File: src/rtl/branch_resolve_if.sv
// Request/response bundle for branch_resolve; the slave modport is the resolver side.
interface branch_resolve_if #(
  parameter int XLEN  = 32,
  parameter int PC_W  = 32,
  parameter int CNT_W = 16
);
  logic             i_valid;
  logic             o_ready;
  logic [XLEN-1:0]  i_dataA;
  logic [XLEN-1:0]  i_dataB;
  logic [3:0]       i_br_expect;
  logic [PC_W-1:0]  i_pc;
  logic [PC_W-1:0]  i_imm;
  logic             i_pred_taken;
  logic             i_stall;
  logic             i_flush;
  logic             o_valid;
  logic             o_taken;
  logic             o_mispredict;
  logic [PC_W-1:0]  o_redirect_pc;
  logic [CNT_W-1:0] o_br_count;
  logic [CNT_W-1:0] o_mispred_count;

  modport master (
    output i_valid, i_dataA, i_dataB, i_br_expect, i_pc, i_imm,
           i_pred_taken, i_stall, i_flush,
    input  o_ready, o_valid, o_taken, o_mispredict, o_redirect_pc,
           o_br_count, o_mispred_count
  );

  modport slave (
    input  i_valid, i_dataA, i_dataB, i_br_expect, i_pc, i_imm,
           i_pred_taken, i_stall, i_flush,
    output o_ready, o_valid, o_taken, o_mispredict, o_redirect_pc,
           o_br_count, o_mispred_count
  );
endinterface

File: src/rtl/branch_resolve.sv
// Single-cycle branch resolver: compares operands, flags mispredicts, squashes
// the front end for FLUSH_CYC cycles afterwards and keeps saturating stats.
module branch_resolve #(
  parameter int XLEN      = 32,
  parameter int PC_W      = 32,
  parameter int CNT_W     = 16,
  parameter int FLUSH_CYC = 2
) (
  input  logic            i_clk,
  input  logic            i_rst_n,
  branch_resolve_if.slave bus
);
  localparam logic [0:0] S_RUN   = 1'b0;
  localparam logic [0:0] S_FLUSH = 1'b1;
  localparam logic [3:0] FLUSH_LD = 4'(FLUSH_CYC);

  logic [0:0]       r_state;
  logic [3:0]       r_flush_cnt;
  logic             r_valid, r_taken, r_mispred;
  logic [PC_W-1:0]  r_redirect;
  logic [CNT_W-1:0] r_br_cnt, r_mis_cnt;

  logic [XLEN-1:0]  w_a, w_b;
  logic             w_eq, w_lt, w_ltu;
  logic             w_taken, w_is_br, w_mispred, w_ready, w_accept;
  logic [PC_W-1:0]  w_redirect;

  assign w_a   = bus.i_dataA;
  assign w_b   = bus.i_dataB;
  assign w_eq  = (w_a == w_b);
  assign w_lt  = ($signed(w_a) < $signed(w_b));
  assign w_ltu = (w_a < w_b);

  always_comb begin
    w_taken = 1'b0;
    case (bus.i_br_expect)
      4'd1:    w_taken = w_eq;
      4'd2:    w_taken = !w_eq;
      4'd3:    w_taken = w_lt;
      4'd4:    w_taken = !w_lt;
      4'd5:    w_taken = w_ltu;
      4'd6:    w_taken = !w_ltu;
      4'd7:    w_taken = 1'b1;
      default: w_taken = 1'b0;
    endcase
  end

  assign w_is_br    = (bus.i_br_expect >= 4'd1) && (bus.i_br_expect <= 4'd7);
  assign w_mispred  = (w_taken != bus.i_pred_taken);
  assign w_redirect = bus.i_pc + (w_taken ? bus.i_imm : PC_W'(4));
  assign w_ready    = (r_state == S_RUN) && !bus.i_stall;
  assign w_accept   = bus.i_valid && w_ready && !bus.i_flush;

  // External flush wins over both the squash window and a stall.
  always_ff @(posedge i_clk or negedge i_rst_n) begin
    if (!i_rst_n) begin
      r_state     <= S_RUN;
      r_flush_cnt <= 4'd0;
    end else if (bus.i_flush) begin
      r_state     <= S_RUN;
      r_flush_cnt <= 4'd0;
    end else if (r_state == S_RUN) begin
      if (w_accept && w_mispred) begin
        r_state     <= S_FLUSH;
        r_flush_cnt <= FLUSH_LD;
      end
    end else begin
      r_flush_cnt <= r_flush_cnt - 4'd1;
      if (r_flush_cnt == 4'd1) r_state <= S_RUN;
    end
  end

  always_ff @(posedge i_clk or negedge i_rst_n) begin
    if (!i_rst_n) begin
      r_valid    <= 1'b0;
      r_taken    <= 1'b0;
      r_mispred  <= 1'b0;
      r_redirect <= '0;
    end else if (bus.i_flush) begin
      r_valid <= 1'b0;
    end else if (!bus.i_stall) begin
      r_valid <= w_accept;
      if (w_accept) begin
        r_taken    <= w_taken;
        r_mispred  <= w_mispred;
        r_redirect <= w_redirect;
      end
    end
  end

  always_ff @(posedge i_clk or negedge i_rst_n) begin
    if (!i_rst_n) begin
      r_br_cnt  <= '0;
      r_mis_cnt <= '0;
    end else if (w_accept) begin
      if (w_is_br && (r_br_cnt != '1))    r_br_cnt  <= r_br_cnt + 1'b1;
      if (w_mispred && (r_mis_cnt != '1)) r_mis_cnt <= r_mis_cnt + 1'b1;
    end
  end

  assign bus.o_ready         = w_ready;
  assign bus.o_valid         = r_valid;
  assign bus.o_taken         = r_taken;
  assign bus.o_mispredict    = r_mispred;
  assign bus.o_redirect_pc   = r_redirect;
  assign bus.o_br_count      = r_br_cnt;
  assign bus.o_mispred_count = r_mis_cnt;
endmodule

File: src/flat_wrapper.sv
// flat-port wrapper written by rule: the top's interface ports become plain ports
module branch_resolve_flat 
#(
  parameter int XLEN      = 32,
  parameter int PC_W      = 32,
  parameter int CNT_W     = 16,
  parameter int FLUSH_CYC = 2
)
  (i_clk, i_rst_n, bus_i_valid, bus_i_dataA, bus_i_dataB, bus_i_br_expect, bus_i_pc, bus_i_imm, bus_i_pred_taken, bus_i_stall, bus_i_flush, bus_o_ready, bus_o_valid, bus_o_taken, bus_o_mispredict, bus_o_redirect_pc, bus_o_br_count, bus_o_mispred_count);
  branch_resolve_if #(.XLEN(XLEN), .PC_W(PC_W), .CNT_W(CNT_W)) bus_i ();
  input  logic i_clk;
  input  logic i_rst_n;
  input wire logic [$bits(bus_i.i_valid)-1:0] bus_i_valid;
  input wire logic [$bits(bus_i.i_dataA)-1:0] bus_i_dataA;
  input wire logic [$bits(bus_i.i_dataB)-1:0] bus_i_dataB;
  input wire logic [$bits(bus_i.i_br_expect)-1:0] bus_i_br_expect;
  input wire logic [$bits(bus_i.i_pc)-1:0] bus_i_pc;
  input wire logic [$bits(bus_i.i_imm)-1:0] bus_i_imm;
  input wire logic [$bits(bus_i.i_pred_taken)-1:0] bus_i_pred_taken;
  input wire logic [$bits(bus_i.i_stall)-1:0] bus_i_stall;
  input wire logic [$bits(bus_i.i_flush)-1:0] bus_i_flush;
  output wire logic [$bits(bus_i.o_ready)-1:0] bus_o_ready;
  output wire logic [$bits(bus_i.o_valid)-1:0] bus_o_valid;
  output wire logic [$bits(bus_i.o_taken)-1:0] bus_o_taken;
  output wire logic [$bits(bus_i.o_mispredict)-1:0] bus_o_mispredict;
  output wire logic [$bits(bus_i.o_redirect_pc)-1:0] bus_o_redirect_pc;
  output wire logic [$bits(bus_i.o_br_count)-1:0] bus_o_br_count;
  output wire logic [$bits(bus_i.o_mispred_count)-1:0] bus_o_mispred_count;
  assign bus_i.i_valid = bus_i_valid;
  assign bus_i.i_dataA = bus_i_dataA;
  assign bus_i.i_dataB = bus_i_dataB;
  assign bus_i.i_br_expect = bus_i_br_expect;
  assign bus_i.i_pc = bus_i_pc;
  assign bus_i.i_imm = bus_i_imm;
  assign bus_i.i_pred_taken = bus_i_pred_taken;
  assign bus_i.i_stall = bus_i_stall;
  assign bus_i.i_flush = bus_i_flush;
  assign bus_o_ready = bus_i.o_ready;
  assign bus_o_valid = bus_i.o_valid;
  assign bus_o_taken = bus_i.o_taken;
  assign bus_o_mispredict = bus_i.o_mispredict;
  assign bus_o_redirect_pc = bus_i.o_redirect_pc;
  assign bus_o_br_count = bus_i.o_br_count;
  assign bus_o_mispred_count = bus_i.o_mispred_count;
  branch_resolve #(.XLEN(XLEN), .PC_W(PC_W), .CNT_W(CNT_W), .FLUSH_CYC(FLUSH_CYC)) u_core (.i_clk(i_clk), .i_rst_n(i_rst_n), .bus(bus_i));
endmodule
File: config.mk
export PLATFORM = sky130hd
export DESIGN_NAME = branch_resolve_flat
export DESIGN_NICKNAME = d
export VERILOG_FILES = /design/src/rtl/branch_resolve_if.sv /design/src/rtl/branch_resolve.sv /design/src/flat_wrapper.sv
export SDC_FILE = /design/constraint.sdc
export NUM_CORES = 1
export LEC_CHECK = 0
export CAP_MARGIN = 40
export CORE_MARGIN = 5
export CORE_UTILIZATION = 46
export DETAILED_ROUTE_END_ITERATION = 8
export PLACE_DENSITY = 0.84
export SLEW_MARGIN = 20
export SYNTH_ARGS = -nofsm -noshare
export SYNTH_HDL_FRONTEND = slang
export SYNTH_SLANG_ARGS = --single-unit
File: constraint.sdc
create_clock -name i_clk -period 3.02 [get_ports i_clk]
set_clock_uncertainty 0.2 [all_clocks]
set_input_delay 0.604 -clock i_clk [delete_from_list [all_inputs] [get_ports i_clk]]
set_output_delay 0.604 -clock i_clk [all_outputs]
set_load 0.005 [all_outputs]
# Word level (Yosys, flattened, before mapping)
# Index checks and enable logic that the tools add are counted.
[totals] inputBits=138 reg_bits=72
[classes] bitwise_logic=3 order_cmp=4 mux=11 add_sub_neg=4 n_eq_ne=13 n_reduce_logical=16
[op_table] op="less-than comparator 32 bit" count=2
[op_table] op="adder 16 x 1 -> 16 bit (second input constant)" count=2
[op_table] op="adder 32 bit" count=1
[op_table] op="== test 32 bit" count=1
[op_table] op="2-to-1 mux 32 bit" count=1
[op_table] op="inequality test 16 bit (second input constant)" count=2
[op_table] op="== test 4 x 3 -> 1 bit (second input constant)" count=4
[op_table] op="2-to-1 mux 4 bit" count=3
[op_table] op="== test 4 x 1 -> 1 bit (second input constant)" count=2
[op_table] op="== test 4 x 2 -> 1 bit (second input constant)" count=2
[op_table] op="logical AND 1 bit" count=7
[op_table] op="case mux 1 bit (7 select lines)" count=1
[op_table] op="2-to-1 mux 1 bit" count=6
[op_table] op="zero test 1 bit" count=5
[op_table] op=">= comparator 4 x 1 -> 1 bit (second input constant)" count=1
[op_table] op="<= comparator 4 x 3 -> 1 bit (second input constant)" count=1
[op_table] op="AND reduction 2 bit" count=2
[op_table] op="subtractor 4 x 1 -> 4 bit (second input constant)" count=1
[op_table] op="NOT 1 bit" count=3
[op_table] op="AND reduction 3 bit" count=1
[op_table] op="nonzero test 3 bit" count=1
[op_table] op="inequality test 2 x 1 -> 1 bit (second input constant)" count=1
[op_table] op="inequality test 1 bit" count=1

# Logic depth before layout (Yosys ltp)
[depth] depth_word=8 mapped_depth=22

# Worst setup path before layout
# No wires, ideal clock.
[synth_path] path_kind="input to register" from="input bus_i_dataB[31]" to="register u_core.r_redirect[31], in the netlist u_core.bus.o_redirect_pc[31]" arrival_ps=4692 slack_ps=-1997 stages=20 path_cell_list="inv_1 ha_1 nand4_2 nor4_2 nand3_1 and3_4 o31ai_4 a31oi_4 clkbuf_1 and2_1 ha_1 a211oi_1 o21ai_0 a211oi_1 nand3_1 a221o_1 a21oi_1 a311oi_1 xnor2_1 mux2_2"
[synth_between] elab_chain_cells=5 word_cells_on_any_way=9 cone_classes="add/sub: 1; order compare: 2; eq/ne: 1; mux: 2; reduce/logical: 3"
[synth_rtl] element="start: declaration" line_no="flat_wrapper.sv:15" text="input wire logic [$bits(bus_i.i_dataB)-1:0] bus_i_dataB;"
[synth_rtl] element="less-than comparator 32 bit (tied with other cells)" line_no="branch_resolve.sv:32" text="assign w_ltu = (w_a < w_b);"
[synth_rtl] element="zero test 1 bit, on equally long branches" line_no="branch_resolve.sv:42, branch_resolve.sv:38, branch_resolve.sv:40"
[synth_rtl] element="case mux 1 bit (7 select lines) (*)" line_no="branch_resolve.sv:36" text="case (bus.i_br_expect)"
[synth_rtl] element="2-to-1 mux 32 bit (*)" line_no="branch_resolve.sv:50" text="assign w_redirect = bus.i_pc + (w_taken ? bus.i_imm : PC_W'(4));"
[synth_rtl] element="adder 32 bit (*)" line_no="branch_resolve.sv:50"
[synth_rtl] element="end signal: assignment" line_no="branch_resolve.sv:86" text="r_redirect <= w_redirect;"
[synth_rtl] element="end: declaration" line_no="branch_resolve.sv:20" text="logic [PC_W-1:0] r_redirect;"
# Mark *: on every way between the ends. The rest lies on a longest branch, timed or not.
# A chain may end at the register's enable or synchronous reset.

# Worst setup path in the final report
[layout_path] from="input bus_i_dataB[24]" to="register u_core.r_redirect[17], in the netlist u_core.bus.o_redirect_pc[17]"
# Same word-level chain as after synthesis.

==> summary.md <==
| Metric | Value |
|---|---|
| Critical path launch point type | primary input |
| I/O pin total | 206 |
| Area leader, netlist | dfrtp_1 |
| Power per Cell Area | 404 nW/um^2 |
| Worst min-delay path category | primary input to asynchronous set/reset pin |
| RSZ-0062 raised after global routing | yes |
| First DRT Iteration DRCs | 802 |
| GPL Wtd Cong | 0.907 |
| DP Wirelength | 14.9 mm |
| Syn. warnings | 0 |
| CP Launch Point | bus_i_dataB[24] |
| CP Max Fanout | 6 |
| TritonCTS clock tree | built |
| Die area | 14600 sq um |
| CTS clock-pin slew for the worst setup and hold paths | 70 ps |
| Outcome | finished, violations left |
| Wire per inst | 24.2 um |
| Type of the worst setup path | primary input to flop |
| Nets | 1192 |
| Setup_tns | -59590 ps |
| Post-Syn Area | 5670 sq um |
| Clock H-tree levels | 3 |
| Slew Limit Fails | 0 |
| Commonest cells after routing, fill and taps aside | clkdlybuf4s50_1, buf_4, nand2_1, dfrtp_1, buf_6 |
| Crit path largest cell delay | 360 ps |
| DRC violations left | 0 |
| First-pass DRT Iterations | 5 |
| Critical Path RT | 3010 ps |
| Syn Inst Count | 640 |
| Vias in the first global route | 7230 |
| Die Y | 121 um |
| Syn_area_per_cell | 8.86 sq um |
| Share of layout cells above drive strength 1 | 41.1% |
| Core area | ~12000 sq um |
| Clock buffer depth | 2 |
| Synth top area cells | dfrtp_1, ha_1, nand2_1, xnor2_1, xor2_1 |
| Tcrit/Tclk final | 167% |
| Footprint of the multi-input gates | 4920 sq um |
| First-pass GRT wire length | 36.0 mm |
| Synth unique cells | 59 |
| PnR worst setup slack | -2020 ps |
| Synth top area share | between 30% and 40% |
| Flops & latches, synth | between 70 and 80 |
| Min Hold Slack | 36.0 ps |
| Setup crit end kind | flop |
| DR vias/cell | 6.11 |
| CTS sink count | 72 |
| Leakage | 4.70 nW |
| Post-layout min period | 5040 ps |
| Post-synth EDFFs | 0 |
| Vias | 7093 |
| Sequential-to-total area share from yosys stat | 31.8% |
| Pin count of the biggest net entering global routing | 62 |
| Number of port buffers | ~200 |
| Cts bufs inserted | 9 |
| Initial antenna violation count | 1 |
| Drt total wl | 28.0 mm |
| Filler instances | 521 |
| Total GRT Usage | 30.8% |
| Syn nets | 846 |
| ANT nets after route | 0 |
| Core Rows | 40 |
| Crit-path leading delay family | compound AO/OA/AOI/OAI gates |
| Area growth syn-to-layout | 85.8% |
| Setup-failing EPs final | 54 |
| Worst Path Arrival | 5020 ps |
| Placement Setup Slack | -2740 ps |
| Register area | 1800 sq um |
| Total of max-cap violations | 0 |
| Crit path cell chain | buf_2 -> inv_2 -> ha_4 -> nand4_1 -> buf_4 -> nor4_4 -> nand3_2 -> and3_4 -> o31ai_4 -> a31oi_4 -> buf_12 -> buf_8 -> buf_6 -> and2_1 -> ha_2 -> a211o_1 -> buf_6 -> o21a_4 -> a221oi_4 -> o21bai_1 -> a21o_1 -> a21o_1 -> a211oi_2 -> o41ai_1 |
| Die width | 121 um |
| Commonest non-fill, non-tap cell in the layout | clkdlybuf4s50_1 |
| Initial Util | 47.0% |
| Post-synth ARST share | 100% |
| Root buf cell | clkbuf_16 |
| Worst Path Buf+Inv | 7 |
| Failing checks | negative setup slack |
| Ys flop type | dfrtp_1 |
| Total gr overflow | 0 |
| Fmax | 199 MHz |
| R2R Path Start | u_core.bus.o_mispred_count[0] |
| Slowest cell on crit path | a221oi_4 |
| Final hold violations | 0 |
| Worst Tran Pin Value | around 680 ps |
| Worst vdd ir | between 0.2 and 0.3 mV |
| Max-slew headroom | 54.9% |
| Worst-Skew Late Latency | 350 ps |
per-stage QoR:
stage	instance area (sq um)	total power (W)	cells	util, %
after CTS	9940	0.00394	1143	82.4
after floorplan	6040	0.00187	640	-
after global routing	10500	0.00441	1160	87.3
final	10500	0.00425	1160	87.3
after detailed placement	9030	0.00272	1105	74.8
after global placement	9010	0.00266	1104	74.7
flip-flops by register name (all words and copies together) (netlist names):
register,count
u_core.bus.o_redirect_pc,32
u_core.bus.o_br_count,16
u_core.bus.o_mispred_count,16
u_core.r_flush_cnt,4
u_core.bus.o_mispredict,1
u_core.bus.o_taken,1
u_core.bus.o_valid,1
u_core.r_state,1
metal layers:
layer / up-vias / wire, um / global-route usage, %
met3: 208 / 2080 / 6.53
met1: 3364 / 9540 / 33.0
met4: 0 / 2510 / 19.4
met2: 545 / 13900 / 54.9
li1: 2976 / - / -
met5: - / 0 / 0
power breakdown:
group	internal, W	switching [W]	total [W]
sequential	0.00113	0.000172	0.00130
clock	0.000575	0.000499	0.00107
combinational	0.00103	0.000847	0.00188
total	0.00274	0.00152	0.00425
path summary, 6_finish.rpt:
path                                                       to  slack, ps  cells past startpoint
worst max-delay path             u_core.bus.o_redirect_pc[17]      -2020                     24
worst min-delay path                 u_core.bus.o_br_count[8]         40                      1
worst max register to register  u_core.bus.o_mispred_count[6]         30                      9
worst min register to register             u_core.bus.o_taken        280                      2
max in group asynchronous        u_core.bus.o_redirect_pc[14]       2010                      2
min in group i_clk                         u_core.bus.o_taken        280                      2
timing repair:
action,CTS,global route
gates resized for setup,349,108
setup endpoints to repair,55,54
cloned,1,0
hold buffers,0,0
pin swaps,105,86
buffers inserted,22,25
synth_stat cells, drive strengths merged, types with 2 or more instances:
library cell  instances
nand2                78
dfrtp                72
ha                   67
inv                  46
o21ai                42
a21oi                37
and2                 31
xnor2                29
nor2                 28
xor2                 28
nand3                24
a21o                 18
nand4                17
and3                 13
clkbuf               12
nor3                 10
a211oi                9
and4                  7
o211ai                6
mux2                  5
nor2b                 5
a221oi                4
nand2b                4
o21a                  4
o31ai                 4
a22o                  3
a311oi                3
o21bai                3
o31a                  3
or3                   3
a211o                 2
a221o                 2
a31oi                 2
a32o                  2
mux2i                 2
nor3b                 2
nor4                  2
logic make-up after synthesis:
family	count (synthesis)	synth area share (%)
AOI/OAI and AO/OA	150	17.6
DFF	72	31.8
xor gates and xnor gates	57	8.94
and+or+nand+nor	228	21.1
buffers and inverters	58	3.84
muxes	7	1.63
adders and majority gates	68	15.1
area by class of cell:
type | instances | share of cell area [%]
diodes | 1 | 0.0238
inverters | 46 | 1.81
clock inverters | 7 | 0.582
repair buffers | 347 | 29.7
well taps | 168 | 2.00
clock buffers | 9 | 2.14
multi-input cells | 510 | 46.7
flip-flops and latches | 72 | 17.1
No activity file was read; power rests on OpenSTA's default activity.
==> variant 1: new RTL, same flow settings <==
Reset style: synchronous (`i_rst_n`), changed in 3 clocked blocks.
--- a/src/rtl/branch_resolve.sv
+++ b/src/rtl/branch_resolve.sv
@@ -52,7 +52,7 @@
   assign w_accept   = bus.i_valid && w_ready && !bus.i_flush;
 
   // External flush wins over both the squash window and a stall.
-  always_ff @(posedge i_clk or negedge i_rst_n) begin
+  always_ff @(posedge i_clk) begin
     if (!i_rst_n) begin
       r_state     <= S_RUN;
       r_flush_cnt <= 4'd0;
@@ -70,7 +70,7 @@
     end
   end
 
-  always_ff @(posedge i_clk or negedge i_rst_n) begin
+  always_ff @(posedge i_clk) begin
     if (!i_rst_n) begin
       r_valid    <= 1'b0;
       r_taken    <= 1'b0;
@@ -88,7 +88,7 @@
     end
   end
 
-  always_ff @(posedge i_clk or negedge i_rst_n) begin
+  always_ff @(posedge i_clk) begin
     if (!i_rst_n) begin
       r_br_cnt  <= '0;
       r_mis_cnt <= '0;
Function: differs if i_rst_n is asserted again (counterexample within 4 cycles, from zero or initial values and one cycle with i_rst_n low); with i_rst_n held inactive, the same outputs for 4 cycles.
==> variant 1 against the original RTL <==
  * The flow still finishes with violations (setup timing)
  * Hold slack gained 0.22 ns
  * Routed wire length shrank 2.3%
  * Area after synthesis shrank 1.4%
  * Sequential cell count is the same
  * Power shrank 19%
  * Non-clock buffer count shrank 13
  * Count of clock-buffer cells in the layout grew 4
  * Sequential power shrank 24%
  * Utilization shrank 0.30 points
  * Worst setup slack lost 0.23 ns
  * Design area shrank 1.2%
  * Largest cell class unchanged
==> variant 1: results (changes against the original RTL) <==
Global routing
  – Initial antenna violation count: 0 (was 1)
  – Pin count of the biggest net entering global routing: 37 (was 62)
  – Vias in the first global route: 7141 (was 7230)
  – First-pass GRT wire length: 36050 µm (was 36010 µm)

Cells and area
  – Nets: 1261 (was 1192)
  – Core Util, Final: 87.03% (was 87.33%)
  – Non-Filler Instances: 1207 (was 1160)
  – Antenna cells: 0 (was 1)
  – Fillers: 546 (was 521)

Drt
  – WL final: 27380 µm (was 28020 µm)
  – Total number of vias: 7375 (was 7093)
  – 1st-iter DRT viols: 836 (was 802)

Synth
  – Post-synthesis adder-cell area fraction: 15.36% (was 15.14%)
  – Post-synthesis mux area share: 1.276% (was 1.633%)
  – Commonest cells in the synthesized netlist: nand2_1 (99), a21oi_1 (89), dfxtp_1 (72), ha_1 (67), inv_1 (49) (was nand2_1 (77), dfrtp_1 (72), ha_1 (67), inv_1 (46), a21oi_1 (37))
  – Synth top area cells: dfxtp_1 (26%), ha_1 (15%), a21oi_1 (8.0%) (was dfrtp_1 (32%), ha_1 (15%), nand2_1 (5.1%))
  – Compound-Gate Fraction of Synth Area: 20.91% (was 17.59%)
  – Seq/Total Area, Yosys: 25.79% (was 31.77%)
  – Post-synthesis xor/xnor area fraction: 6.111% (was 8.936%)
  – Avg Inst Size Synth: 7.646 µm² (was 8.860 µm²)

Timing
  – Final setup fails: 55 (was 54)
  – Setup TNS: -74.73 ns (was -59.59 ns)
  – Rel. slew slack: 63.71% (was 54.87%)
  – Post-route setup slack: -2.243 ns (was -2.015 ns)
  – WHS: 0.2569 ns (was 0.03596 ns)

Run status
  – Failing checks: setup timing (unchanged)
  – Status: finished, violations left (unchanged)

Power
  – Leakage: 4.120 nW (was 4.702 nW)
  – Peak VDD IR: 280.9 µV (was 294.8 µV)

Place
  – Instance area at placement: 0.008663 mm² (was 0.009026 mm²)
  – Gpl congestion: 0.9142 (was 0.9070)
  – Pre-CTS setup slack: -2.779 ns (was -2.740 ns)

Clocking
  – CTS max path bufs: 2 (unchanged)

Critical path
  – Critical path arrival: 5.28 ns (was 5.02 ns)
  – Max stage delay on crit path: 0.39 ns (was 0.36 ns)
  – Critical Path Fanout Max: 5 (was 6)
  – FF-to-FF setup slack: 0.27 ns (was 0.03 ns)
  – CP max stage cell: a221o_1 (was a221oi_4)
==> variant 1: changes by cell type after synthesis, moves of 13 or more <==
| cell | unedited run | this run |
|---|---|---|
| dfrtp_1 | 72 | 0 |
| dfxtp_1 | 0 | 72 |
| a21oi_1 | 37 | 89 |
| nand2_1 | 77 | 99 |
| nor2_1 | 28 | 45 |
| or3_1 | 3 | 16 |
==> variant 1: layout make-up <==
cell class                      instances  share of cell area, %
Multi-Input combinational cell        588                  49.71
Timing Repair Buffer                  334                  30.08
Sequential cell                        72                  13.85
Clock buffer                           13                  2.404
Inverter                               50                  2.019
Tap cell                              147                  1.767
Clock inverter                          3                 0.1683
==> variant 1: path summary, 6_finish.rpt <==
| path | depth (start not counted) | endpoint | from |
|---|---|---|---|
| min reg2reg | 2 | u_core.bus.o_redirect_pc[24]$_SDFFE_PN0P_ | u_core.bus.o_redirect_pc[24]$_SDFFE_PN0P_ |
| min | 2 | u_core.bus.o_redirect_pc[24]$_SDFFE_PN0P_ | u_core.bus.o_redirect_pc[24]$_SDFFE_PN0P_ |
| max | 24 | u_core.bus.o_redirect_pc[31]$_SDFFE_PN0P_ | bus_i_dataA[14] |
| max reg2reg | 11 | u_core.bus.o_mispred_count[13]$_SDFFE_PN0P_ | u_core.bus.o_mispred_count[8]$_SDFFE_PN0P_ |
==> variant 1: power breakdown <==
| part | total, W | switching (W) | internal [W] |
|---|---|---|---|
| registers | 0.000991 | 0.0000168 | 0.000974 |
| clock network | 0.00102 | 0.000446 | 0.000578 |
| logic | 0.00141 | 0.000672 | 0.000738 |
| total | 0.00342 | 0.00114 | 0.00229 |
==> variant 1: cells by family after synthesis <==
kind of cell / after synthesis
buffers and inverters: 71
xor gates and xnor gates: 39
DFF: 72
and+or+nand+nor: 287
AOI/OAI and AO/OA: 188
adders and majority gates: 68
muxes: 6
==> variant 1: per-layer routing <==
metal	vias up	GRT usage (%)	wire length, µm
met5	-	0	0
met4	0	15.58	1942
met3	197	4.911	2284
met2	522	56.55	13570
met1	3436	34.87	9583
li1	3220	-	-
==> variant 1: worst register-to-register path, cell delays in order (launching register included) <==
cell and delay (ns):
dfxtp_1 0.37, and3_1 0.22, and3_1 0.20, and2_1 0.19, nand4_1 0.16, nor3_1 0.06, or3_1 0.47, nor2_1 0.13
mux2i_1 0.08, buf_4 0.16, or3_1 0.31, a21oi_1 0.14
==> variant 1: timing repair <==
item | CTS | global route
endpoints found under the setup margin | 55 | 56
resized for setup | 226 | 126
setup buffers | 19 | 26
cloned | 2 | 2
pin swaps | 73 | 93
hold buffers | 0 | 0
==> variant 2: new RTL, same settings <==
Without the edit above. `PC_W` is set to 32 in 3 places; all go to 64.
--- a/src/rtl/branch_resolve_if.sv
+++ b/src/rtl/branch_resolve_if.sv
@@ -1,7 +1,7 @@
 // Request/response bundle for branch_resolve; the slave modport is the resolver side.
 interface branch_resolve_if #(
   parameter int XLEN  = 32,
-  parameter int PC_W  = 32,
+  parameter int PC_W  = 64,
   parameter int CNT_W = 16
 );
   logic             i_valid;
--- a/src/rtl/branch_resolve.sv
+++ b/src/rtl/branch_resolve.sv
@@ -2,7 +2,7 @@
 // the front end for FLUSH_CYC cycles afterwards and keeps saturating stats.
 module branch_resolve #(
   parameter int XLEN      = 32,
-  parameter int PC_W      = 32,
+  parameter int PC_W      = 64,
   parameter int CNT_W     = 16,
   parameter int FLUSH_CYC = 2
 ) (
--- a/src/flat_wrapper.sv
+++ b/src/flat_wrapper.sv
@@ -2,7 +2,7 @@
 module branch_resolve_flat 
 #(
   parameter int XLEN      = 32,
-  parameter int PC_W      = 32,
+  parameter int PC_W      = 64,
   parameter int CNT_W     = 16,
   parameter int FLUSH_CYC = 2
 )
Interface: changed (resized bus_i_imm, bus_i_pc and bus_o_redirect_pc); port bits go from 206 to 302. The function was not compared with the original's and may differ.
==> variant 2 against the original RTL <==
  * The run still ends with setup timing left
  * Power up 58%
  * Design area up 62%
  * Routed wire length up 66%
  * Sequential cell count up 32
  * Area after synthesis up 61%
  * Fmax down 15%
  * Worst setup slack worse by 0.85 ns
  * Synthesized cell count up 75%
  * Critical path type unchanged
  * Largest power group unchanged
==> variant 2: results (changes against the original RTL) <==
Cells and area
  – Fillers: 922 (was 521)
  – Register area: 0.002603 mm² (was 0.001802 mm²)
  – Share of layout cells above drive strength 1: 39.16% (was 41.07%)

Drt
  – Routed WL per cell: 23.96 µm (was 24.15 µm)
  – Metal3 WL: 4548 µm (was 2080 µm)
  – DRT met1 WL: 15590 µm (was 9535 µm)

Global routing
  – Initial antenna violation count: 6 (was 1)
  – Total Routing Usage GR: 32.52% (was 30.84%)

Run status
  – Failing checks: setup timing (unchanged)
  – Status: finished, violations left (unchanged)

Timing
  – Setup TNS: -165.49 ns (was -59.59 ns)
  – Post-route setup slack: -2.870 ns (was -2.015 ns)
  – Worst-margin pin slew: 0.7268 ns (was 0.6770 ns)
  – Final setup fails: 88 (was 54)

Synth
  – Post-synthesis xor/xnor area fraction: 8.514% (was 8.936%)
  – Synth Instances: 1118 (was 640)
  – Post-synthesis adder-cell area fraction: 13.77% (was 15.14%)
  – Commonest cells in the synthesized netlist: nand2_1 (143), dfrtp_1 (104), ha_1 (99), o21ai_0 (95), a21oi_1 (77) (was nand2_1 (77), dfrtp_1 (72), ha_1 (67), inv_1 (46), a21oi_1 (37))
  – Compound-Gate Fraction of Synth Area: 21.85% (was 17.59%)

Place
  – Port bufs: 301 (was 205)
  – Placed Cells: 1868 (was 1105)
  – Gpl congestion: 0.9367 (was 0.9070)

Power
  – Peak VDD IR: 395.0 µV (was 294.8 µV)
  – Leakage: 7.618 nW (was 4.702 nW)
  – Pint: 0.004155 W (was 0.002735 W)

Clocking
  – Clock transition at the registers of the reported paths: 0.09 ns (was 0.07 ns)
  – Clock Latency Late Sink: 0.37 ns (was 0.35 ns)
-- variant 2: cell count changes after synthesis, sizes merged, moves of 35 or more --
cell and change:
a21oi +41, and2 +35, o21ai +54, nand2 +66
-- variant 2: critical path: stages --
cell and delay (ns):
clkdlybuf4s50_1 0.47, inv_1 0.08, ha_4 0.22, o211ai_1 0.09
a21o_1 0.19, a31oi_4 0.10, buf_4 0.15, buf_4 0.13
nor4_2 0.32, nand3_1 0.23, a31oi_4 0.27, buf_6 0.16
buf_12 0.14, and2_4 0.16, ha_4 0.21, a211oi_4 0.36
o21ai_2 0.11, a221o_1 0.38, a21oi_4 0.24, o22ai_4 0.13
a2bb2oi_4 0.19, a41oi_2 0.31, o21bai_1 0.17, a21o_1 0.19
a221o_1 0.33
-- variant 2: power by group through the flow --
stage                     sequential, W  clock [W]  combinational [W]
final                           0.00192    0.00130            0.00351
after global routing            0.00194    0.00135            0.00366
after CTS                       0.00189    0.00128            0.00302
after detailed placement        0.00191          0            0.00261
after global placement          0.00190          0            0.00255
after floorplan                 0.00189          0            0.00105
-- variant 2: repair_timing --
item / 4_1_cts / 5_1_grt
setup buffers: 29 / 33
pin swaps: 176 / 140
resized for setup: 437 / 192
endpoints found under the setup margin: 87 / 87
cloned: 4 / 1
-- variant 2: worst paths after layout --
check	end	slack, ns	cells after the start
max in group asynchronous	u_core.bus.o_br_count[3]$_DFFE_PN0P_	1.73	2
min in group i_clk	u_core.bus.o_redirect_pc[42]$_DFFE_PN0P_	0.29	2
setup reg to reg	u_core.bus.o_br_count[12]$_DFFE_PN0P_	0.11	7
hold / removal	u_core.bus.o_mispred_count[4]$_DFFE_PN0P_	0.04	1
setup / recovery	u_core.bus.o_redirect_pc[56]$_DFFE_PN0P_	-2.87	25
hold reg to reg	u_core.bus.o_redirect_pc[42]$_DFFE_PN0P_	0.29	2
-- variant 2: area by class of cell --
| class | count | share of cell area (%) |
|---|---|---|
| antenna | 2 | 0.02940 |
| clock buffer | 9 | 1.323 |
| clock inverter | 7 | 0.5512 |
| inverter | 51 | 1.257 |
| multi-input combinational | 916 | 48.54 |
| sequential | 104 | 15.29 |
| tap | 265 | 1.948 |
| timing repair buffer | 588 | 31.06 |
-- variant 2: cells by family (layout without fill, tap and decap cells) --
group,Yosys count,in the layout
compound gates,308,308
flops,104,104
buf+inv,99,655
mux,7,8
xor+xnor,88,88
fa+ha+maj,100,100
simple gates,412,412
other cells,0,2
-- variant 2: layer usage --
metal | track usage (%) | vias to the layer above
met5 | 0 | -
met4 | 17.45 | 8
met3 | 8.079 | 343
met2 | 56.98 | 929
met1 | 36.22 | 5660
li1 | - | 5092
